--- config.mk ---
export PLATFORM = sky130hd
export DESIGN_NAME = pll_phase_slave_flat
export DESIGN_NICKNAME = d
export VERILOG_FILES = /design/src/rtl/pll_phase_slave_if.sv /design/src/rtl/pll_phase_slave.sv /design/src/flat_wrapper.sv
export SDC_FILE = /design/constraint.sdc
export NUM_CORES = 1
export LEC_CHECK = 0
export BUFFER_PORTS_ARGS = -buffer_cell sky130_fd_sc_hd__buf_2
export CAP_MARGIN = 20
export CORE_UTILIZATION = 47
export DETAILED_ROUTE_END_ITERATION = 8
export MAX_ROUTING_LAYER = met4
export PLACE_DENSITY = 0.75
export SYNTH_ARGS = -nofsm -noshare
export SYNTH_HDL_FRONTEND = slang
export SYNTH_SLANG_ARGS = --single-unit
export TNS_END_PERCENT = 20
--- constraint.sdc ---
create_clock -name csi_slave_clk_clk -period 1.7 [get_ports csi_slave_clk_clk]
set_input_delay 0.34 -clock csi_slave_clk_clk [delete_from_list [all_inputs] [get_ports csi_slave_clk_clk]]
set_output_delay 0.34 -clock csi_slave_clk_clk [all_outputs]
set_load 0.01 [all_outputs]
--- src/rtl/pll_phase_slave_if.sv ---
// Avalon-MM slave bus plus ALTPLL dynamic phase-shift handshake, bundled for pll_phase_slave.
interface pll_phase_slave_if #(
    parameter int unsigned ADDRESS_WIDTH = 5
) ();
    logic [ADDRESS_WIDTH-1:0] avs_s0_address;
    logic [3:0]               avs_s0_byteenable;
    logic                     avs_s0_read;
    logic                     avs_s0_write;
    logic [31:0]              avs_s0_writedata;
    logic [31:0]              avs_s0_readdata;
    logic                     avs_s0_waitrequest;
    logic [3:0]               pll_phasecounterselect;
    logic                     pll_phaseupdown;
    logic                     pll_phasestep;
    logic                     pll_phasedone;

    modport master (
        output avs_s0_address, avs_s0_byteenable, avs_s0_read, avs_s0_write, avs_s0_writedata,
        output pll_phasedone,
        input  avs_s0_readdata, avs_s0_waitrequest,
        input  pll_phasecounterselect, pll_phaseupdown, pll_phasestep
    );

    modport slave (
        input  avs_s0_address, avs_s0_byteenable, avs_s0_read, avs_s0_write, avs_s0_writedata,
        input  pll_phasedone,
        output avs_s0_readdata, avs_s0_waitrequest,
        output pll_phasecounterselect, pll_phaseupdown, pll_phasestep
    );
endinterface

--- src/rtl/pll_phase_slave.sv ---
// Avalon-MM control/status slave that turns register writes into ALTPLL phasestep sequences,
// tracking the phasedone handshake with per-wait timeouts.
module pll_phase_slave #(
    parameter int unsigned ADDRESS_WIDTH     = 5,
    parameter int unsigned STEP_PULSE_CYCLES = 2,
    parameter int unsigned TIMEOUT_CYCLES    = 255,
    parameter logic [31:0] ID_VALUE          = 32'h504C_4C31
) (
    input logic              csi_slave_clk_clk,
    input logic              csi_slave_clk_reset_n,
    pll_phase_slave_if.slave bus_io
);
    typedef enum logic [2:0] {StIdle, StPulse, StWaitLow, StWaitHigh, StNext} state_e;

    localparam logic [3:0] PulseLast   = 4'(STEP_PULSE_CYCLES - 1);
    localparam logic [7:0] TimeoutLast = 8'(TIMEOUT_CYCLES - 1);

    state_e      state_q, state_d;
    logic [3:0]  pulse_cnt_q, pulse_cnt_d;
    logic [7:0]  tmo_cnt_q, tmo_cnt_d;
    logic [7:0]  remaining_q, remaining_d;
    logic        work_updown_q, work_updown_d;
    logic [3:0]  work_sel_q, work_sel_d;
    logic        ctrl_updown_q, ctrl_updown_d;
    logic [3:0]  ctrl_sel_q, ctrl_sel_d;
    logic [7:0]  steps_q, steps_d;
    logic        done_q, done_d;
    logic        error_q, error_d;
    logic        rd_ack_q, rd_ack_d;
    logic [31:0] readdata_q, readdata_d;

    logic        busy;
    logic        addr_ctrl, addr_steps, addr_status, addr_id;
    logic        rd_start, wr_req, wr_stall, wr_acc, wr_b0, start;
    logic [31:0] wdata, rd_mux;
    logic        unused_bits;

    assign wdata       = bus_io.avs_s0_writedata;
    assign unused_bits = ^{bus_io.avs_s0_byteenable[3:1], wdata[31:8]};
    assign busy        = (state_q != StIdle);

    assign addr_ctrl   = (bus_io.avs_s0_address == ADDRESS_WIDTH'(0));
    assign addr_steps  = (bus_io.avs_s0_address == ADDRESS_WIDTH'(1));
    assign addr_status = (bus_io.avs_s0_address == ADDRESS_WIDTH'(2));
    assign addr_id     = (bus_io.avs_s0_address == ADDRESS_WIDTH'(3));

    // Read wins over a simultaneous write; CTRL/STEPS writes are held off while a sequence runs.
    assign rd_start = bus_io.avs_s0_read && !rd_ack_q;
    assign wr_req   = bus_io.avs_s0_write && !bus_io.avs_s0_read;
    assign wr_stall = wr_req && busy && (addr_ctrl || addr_steps);
    assign wr_acc   = wr_req && !wr_stall;
    assign wr_b0    = wr_acc && bus_io.avs_s0_byteenable[0];
    assign start    = wr_b0 && addr_ctrl && wdata[0];

    always_comb begin
        rd_mux = '0;
        if (addr_ctrl) begin
            rd_mux = {24'h0, ctrl_sel_q, 2'b00, ctrl_updown_q, 1'b0};
        end else if (addr_steps) begin
            rd_mux = {24'h0, steps_q};
        end else if (addr_status) begin
            rd_mux = {16'h0, remaining_q, 5'h0, error_q, done_q, busy};
        end else if (addr_id) begin
            rd_mux = ID_VALUE;
        end
    end

    always_comb begin
        state_d       = state_q;
        pulse_cnt_d   = pulse_cnt_q;
        tmo_cnt_d     = tmo_cnt_q;
        remaining_d   = remaining_q;
        work_updown_d = work_updown_q;
        work_sel_d    = work_sel_q;
        ctrl_updown_d = ctrl_updown_q;
        ctrl_sel_d    = ctrl_sel_q;
        steps_d       = steps_q;
        done_d        = done_q;
        error_d       = error_q;
        rd_ack_d      = rd_start;
        readdata_d    = rd_start ? rd_mux : readdata_q;

        if (wr_b0) begin
            if (addr_ctrl) begin
                ctrl_updown_d = wdata[1];
                ctrl_sel_d    = wdata[7:4];
            end
            if (addr_steps) begin
                steps_d = wdata[7:0];
            end
            if (addr_status) begin
                if (wdata[1]) done_d  = 1'b0;
                if (wdata[2]) error_d = 1'b0;
            end
        end

        // Flag sets below come after the W1C clears so a same-cycle set wins.
        unique case (state_q)
            StIdle: begin
                if (start) begin
                    work_updown_d = wdata[1];
                    work_sel_d    = wdata[7:4];
                    remaining_d   = steps_q;
                    error_d       = 1'b0;
                    done_d        = (steps_q == 8'd0);
                    pulse_cnt_d   = 4'd0;
                    if (steps_q != 8'd0) state_d = StPulse;
                end
            end
            StPulse: begin
                if (pulse_cnt_q == PulseLast) begin
                    state_d   = StWaitLow;
                    tmo_cnt_d = 8'd0;
                end else begin
                    pulse_cnt_d = pulse_cnt_q + 4'd1;
                end
            end
            StWaitLow: begin
                if (!bus_io.pll_phasedone) begin
                    state_d   = StWaitHigh;
                    tmo_cnt_d = 8'd0;
                end else if (tmo_cnt_q == TimeoutLast) begin
                    error_d = 1'b1;
                    state_d = StIdle;
                end else begin
                    tmo_cnt_d = tmo_cnt_q + 8'd1;
                end
            end
            StWaitHigh: begin
                if (bus_io.pll_phasedone) begin
                    remaining_d = remaining_q - 8'd1;
                    state_d     = StNext;
                end else if (tmo_cnt_q == TimeoutLast) begin
                    error_d = 1'b1;
                    state_d = StIdle;
                end else begin
                    tmo_cnt_d = tmo_cnt_q + 8'd1;
                end
            end
            StNext: begin
                pulse_cnt_d = 4'd0;
                if (remaining_q == 8'd0) begin
                    done_d  = 1'b1;
                    state_d = StIdle;
                end else begin
                    state_d = StPulse;
                end
            end
            default: state_d = StIdle;
        endcase
    end

    always_ff @(posedge csi_slave_clk_clk) begin
        if (!csi_slave_clk_reset_n) begin
            state_q       <= StIdle;
            pulse_cnt_q   <= '0;
            tmo_cnt_q     <= '0;
            remaining_q   <= '0;
            work_updown_q <= 1'b0;
            work_sel_q    <= '0;
            ctrl_updown_q <= 1'b0;
            ctrl_sel_q    <= '0;
            steps_q       <= '0;
            done_q        <= 1'b0;
            error_q       <= 1'b0;
            rd_ack_q      <= 1'b0;
            readdata_q    <= '0;
        end else begin
            state_q       <= state_d;
            pulse_cnt_q   <= pulse_cnt_d;
            tmo_cnt_q     <= tmo_cnt_d;
            remaining_q   <= remaining_d;
            work_updown_q <= work_updown_d;
            work_sel_q    <= work_sel_d;
            ctrl_updown_q <= ctrl_updown_d;
            ctrl_sel_q    <= ctrl_sel_d;
            steps_q       <= steps_d;
            done_q        <= done_d;
            error_q       <= error_d;
            rd_ack_q      <= rd_ack_d;
            readdata_q    <= readdata_d;
        end
    end

    assign bus_io.avs_s0_readdata        = readdata_q;
    assign bus_io.avs_s0_waitrequest     = !csi_slave_clk_reset_n || rd_start || wr_stall;
    assign bus_io.pll_phasestep          = (state_q == StPulse);
    assign bus_io.pll_phasecounterselect = work_sel_q;
    assign bus_io.pll_phaseupdown        = work_updown_q;
endmodule

--- src/flat_wrapper.sv ---
// flat-port wrapper written by rule: the top's interface ports become plain ports
module pll_phase_slave_flat 
#(
    parameter int unsigned ADDRESS_WIDTH     = 5,
    parameter int unsigned STEP_PULSE_CYCLES = 2,
    parameter int unsigned TIMEOUT_CYCLES    = 255,
    parameter logic [31:0] ID_VALUE          = 32'h504C_4C31
)
  (csi_slave_clk_clk, csi_slave_clk_reset_n, bus_io_avs_s0_address, bus_io_avs_s0_byteenable, bus_io_avs_s0_read, bus_io_avs_s0_write, bus_io_avs_s0_writedata, bus_io_pll_phasedone, bus_io_avs_s0_readdata, bus_io_avs_s0_waitrequest, bus_io_pll_phasecounterselect, bus_io_pll_phaseupdown, bus_io_pll_phasestep);
  pll_phase_slave_if #(.ADDRESS_WIDTH(ADDRESS_WIDTH)) bus_io_i ();
  input logic csi_slave_clk_clk;
  input logic csi_slave_clk_reset_n;
  input wire logic [$bits(bus_io_i.avs_s0_address)-1:0] bus_io_avs_s0_address;
  input wire logic [$bits(bus_io_i.avs_s0_byteenable)-1:0] bus_io_avs_s0_byteenable;
  input wire logic [$bits(bus_io_i.avs_s0_read)-1:0] bus_io_avs_s0_read;
  input wire logic [$bits(bus_io_i.avs_s0_write)-1:0] bus_io_avs_s0_write;
  input wire logic [$bits(bus_io_i.avs_s0_writedata)-1:0] bus_io_avs_s0_writedata;
  input wire logic [$bits(bus_io_i.pll_phasedone)-1:0] bus_io_pll_phasedone;
  output wire logic [$bits(bus_io_i.avs_s0_readdata)-1:0] bus_io_avs_s0_readdata;
  output wire logic [$bits(bus_io_i.avs_s0_waitrequest)-1:0] bus_io_avs_s0_waitrequest;
  output wire logic [$bits(bus_io_i.pll_phasecounterselect)-1:0] bus_io_pll_phasecounterselect;
  output wire logic [$bits(bus_io_i.pll_phaseupdown)-1:0] bus_io_pll_phaseupdown;
  output wire logic [$bits(bus_io_i.pll_phasestep)-1:0] bus_io_pll_phasestep;
  assign bus_io_i.avs_s0_address = bus_io_avs_s0_address;
  assign bus_io_i.avs_s0_byteenable = bus_io_avs_s0_byteenable;
  assign bus_io_i.avs_s0_read = bus_io_avs_s0_read;
  assign bus_io_i.avs_s0_write = bus_io_avs_s0_write;
  assign bus_io_i.avs_s0_writedata = bus_io_avs_s0_writedata;
  assign bus_io_i.pll_phasedone = bus_io_pll_phasedone;
  assign bus_io_avs_s0_readdata = bus_io_i.avs_s0_readdata;
  assign bus_io_avs_s0_waitrequest = bus_io_i.avs_s0_waitrequest;
  assign bus_io_pll_phasecounterselect = bus_io_i.pll_phasecounterselect;
  assign bus_io_pll_phaseupdown = bus_io_i.pll_phaseupdown;
  assign bus_io_pll_phasestep = bus_io_i.pll_phasestep;
  pll_phase_slave #(.ADDRESS_WIDTH(ADDRESS_WIDTH), .STEP_PULSE_CYCLES(STEP_PULSE_CYCLES), .TIMEOUT_CYCLES(TIMEOUT_CYCLES), .ID_VALUE(ID_VALUE)) u_core (.csi_slave_clk_clk(csi_slave_clk_clk), .csi_slave_clk_reset_n(csi_slave_clk_reset_n), .bus_io(bus_io_i));
endmodule
==> flow_metrics.py <==
metrics = {
    "timing": {
        "max_freq_mhz": 578.8,
        "finClkSkew_ns": 0.01114,
        "finalCritPeriodShare": 1.016,
        "drv_slew": 0,
        "rsz0062_at_grt": "yes",
        "fin_hold_ws_ns": 0.2385,
        "finalSetupViolations": 2,
        "hold_viol": 0,
        "worst_slack_ns": -0.02760,
        "fin_crit_ns": 1.728,
    },
    "layout": {
        "layout-drive-gt1-share": 0.2880,
        "fin_nets": 487,
        "layout_common_cells": "dfxtp_1 (57), nand2_1 (47), buf_2 (46), buf_4 (38), nor2_1 (30)",
        "area_growth_pct": 21.72,
        "layout_commonest_cell": "dfxtp_1",
        "antenna_cells": 0,
    },
    "cts": {
        "clockRootBuffer": "clkbuf_8",
        "path_clk_slew_ns": 0.07,
        "cts_hold_buf": 0,
        "cts_sinks": 61,
        "cts_tree": "yes",
        "clk_latency_ns": 0.34,
        "cts_max_level": 3,
        "cts-buffers-inserted": 9,
        "clock_path_buffers": 2,
    },
    "worst_setup_path": {
        "reg2reg_depth": 5,
        "crit_type": "reg -> out",
        "r2r_end": "u_core.remaining_q[5]$_SDFFE_PN0P_",
        "cp_slowest_stage_delay_ns": 0.40,
        "crit_chain": "or3_4 > nand4b_1 > nand2_1 > buf_2",
        "crit_path_top_delay_cell": "or3_4",
        "crit_required_ns": 1.36,
        "crit_start": "u_core.state_q[1]$_SDFFE_PN0P_",
        "critPathArrivalTime_ns": 1.39,
        "reg2reg_from": "u_core.state_q[0]$_SDFFE_PN0P_",
        "cp_max_fo": 4,
        "r2r_setup_slack_ns": 0.07,
        "endpoint_kind": "output port",
        "start_kind": "flip-flop",
        "cp-endpoint": "bus_io_avs_s0_waitrequest",
    },
    "power_and_ir_drop": {
        "leakagePower_nw": 1.638,
        "power.switching_mw": 0.6555,
        "combPwrFrac": 0.055,
        "sw_frac_of_total": 0.2299,
        "seqPwrFrac": 0.502,
        "powerDensity_nw_per_um2": 739.2,
        "p_clk_frac": 0.443,
        "power.internal_mw": 2.195,
        "ir_drop_mv": 0.4366,
    },
    "synth": {
        "synthDistinctLibCells": 68,
        "synth_edf_count": 0,
        "ys_ff_latch": 61,
        "syn_area_per_cell_um2": 8.680,
        "ys.flop_type": "dfxtp_1",
        "ys_seq_area_frac": 0.3855,
        "yosysWarningCount": 0,
        "syn_inst": 365,
        "postSynth.asyncResetShare": 0,
        "synth_area_um2": 3168,
    },
    "placed_design": {
        "dp_slack_ns": -0.06937,
        "port_buffers": 46,
        "gp_congestion": 0.9061,
        "dpl.hpwl_um": 5822,
    },
    "floorplanning": {
        "ios": 85,
        "die_w_um": 84.10,
        "coreArea_um2": 6422,
        "dieArea_um2": 7073,
        "row_count": 29,
        "die_h_um": 84.10,
        "start_util": 0.4933,
    },
    "route": {
        "vias": 2961,
        "drt-total-wl_um": 8092,
        "drt_iter0_drc": 258,
        "vias_per_cell": 5.716,
        "dr.pass1.iters": 7,
        "ant_nets": 0,
        "drc": 10,
        "wl_per_cell_um": 15.62,
    },
    "grt": {
        "grt-ovfl-total": 0,
        "gr-usage-all-layers": 0.2455,
        "grt_start_max_net_pins": 29,
        "antenna_found_initial": 0,
        "grt_pass1_vias": 2747,
        "grt_pass1_wl_um": 13410,
    },
    "hold_path": {
        "hold_class": "in -> reg",
        "hold-path-cell-count": 3,
        "hold_start": "bus_io_avs_s0_writedata[3]",
    },
    "outcome": {
        "violations": "DRC, setup timing",
        "status": "complete, but fails checks",
    },
    "run": {
        "drv_cap": 0,
    },
}
[sequential cells by signal, indices dropped and copies added, names as in the netlist, 3 cells and up]
register,count
u_core.bus_io.pll_phasecounterselect,4
u_core.tmo_cnt_q,8
u_core.pulse_cnt_q,4
u_core.state_q,3
u_core.ctrl_sel_q,4
u_core.steps_q,8
u_core.bus_io.avs_s0_readdata,17
u_core.remaining_q,8
[worst min path at each step]
stage / end
floorplan: u_core.done_q$_SDFF_PN0_
global placement: u_core.bus_io.avs_s0_readdata[6]$_SDFFE_PN0P_
detailed placement: u_core.bus_io.avs_s0_readdata[11]$_SDFFE_PN0P_
CTS: u_core.steps_q[3]$_SDFFE_PN0P_
global route: u_core.steps_q[3]$_SDFFE_PN0P_
finish: u_core.steps_q[3]$_SDFFE_PN0P_
[power groups by stage]
stage	logic (mW)	registers (mW)	clock network [mW]
after detailed placement	0.150	1.47	0
after floorplan	0.0972	1.47	0
after global placement	0.147	1.47	0
after global routing	0.170	1.43	1.35
final	0.156	1.43	1.26
after CTS	0.151	1.43	1.28
[synth_stat cells (all sizes together) (3+ instances only)]
master / instances / share of area
nor2: 31 / 0.038
nand3: 6 / 0.0095
o21ai: 15 / 0.024
nor3b: 3 / 0.012
nand2: 47 / 0.056
o21a: 3 / 0.0071
and2: 3 / 0.0059
mux2i: 18 / 0.057
nand3b: 3 / 0.0071
a221oi: 3 / 0.010
nor4: 5 / 0.015
o32ai: 4 / 0.011
buf: 26 / 0.057
and4: 3 / 0.0091
nand4b: 4 / 0.011
dfxtp: 61 / 0.39
a21oi: 21 / 0.034
and3b: 3 / 0.0083
o22ai: 7 / 0.014
nand2b: 3 / 0.0067
ha: 5 / 0.020
a211oi: 6 / 0.014
nand4: 9 / 0.020
nor2b: 4 / 0.0079
and3: 3 / 0.0059
nor3: 9 / 0.019
clkbuf: 9 / 0.011
inv: 9 / 0.011
a22o: 11 / 0.030
[metrics by stage]
stage	power, mW	utilization	std cells	cell area, µm²	setup TNS [ns]
floorplan	1.564	-	375	3206	0
global placement	1.614	0.5570	496	3577	-0.05796
detailed placement	1.617	0.5570	496	3577	-0.1787
CTS	2.859	0.5938	516	3814	-0.03675
global route	2.953	0.6004	518	3856	-0.2526
finish	2.851	0.6004	518	3856	-0.04123
[area by class of cell]
cell class	count	area, µm²
clock buffer	12	145.1
clock inverter	4	47.55
fill	585	2566
inverter	10	37.54
multi-input combinational	269	1763
sequential	61	1231
tap	77	96.34
timing repair buffer	85	535.5
[metal layers]
layer  vias to the layer above  track usage  part of all wire
li1                       1450            -                 -
met1                      1382       0.3300              0.46
met2                       106       0.3636              0.45
met3                        23      0.04055             0.061
met4                         0       0.1066             0.027
met5                         -            -                 0
[worst max-delay path, delay by kind of cell (launching register included)]
family,cells,cell delay (ns)
simple gates,3,0.57
flops,1,0.35
buf+inv,1,0.14
[kinds of logic (layout without fill, tap and decap cells)]
logic type               count (synthesis)  count (layout)  synth area share
AND/OR/NAND/NOR                        143             143            0.2461
AO/OA/AOI/OAI                           91              91            0.2081
flip-flops                              61              61            0.3855
buffers and inverters                   45             111           0.07977
multiplexers                            18              18           0.05687
adder cells (fa/ha/maj)                  5               5           0.01975
other                                    1              11          0.001184
XOR/XNOR                                 1               1          0.002765
[repair_timing]
action                                  4_1_cts  5_1_grt
pin swaps                                     1        2
resized for setup                             6        7
endpoints found under the setup margin        3       17
buffers inserted                              4        2
Power figures use the tool's default switching activity.
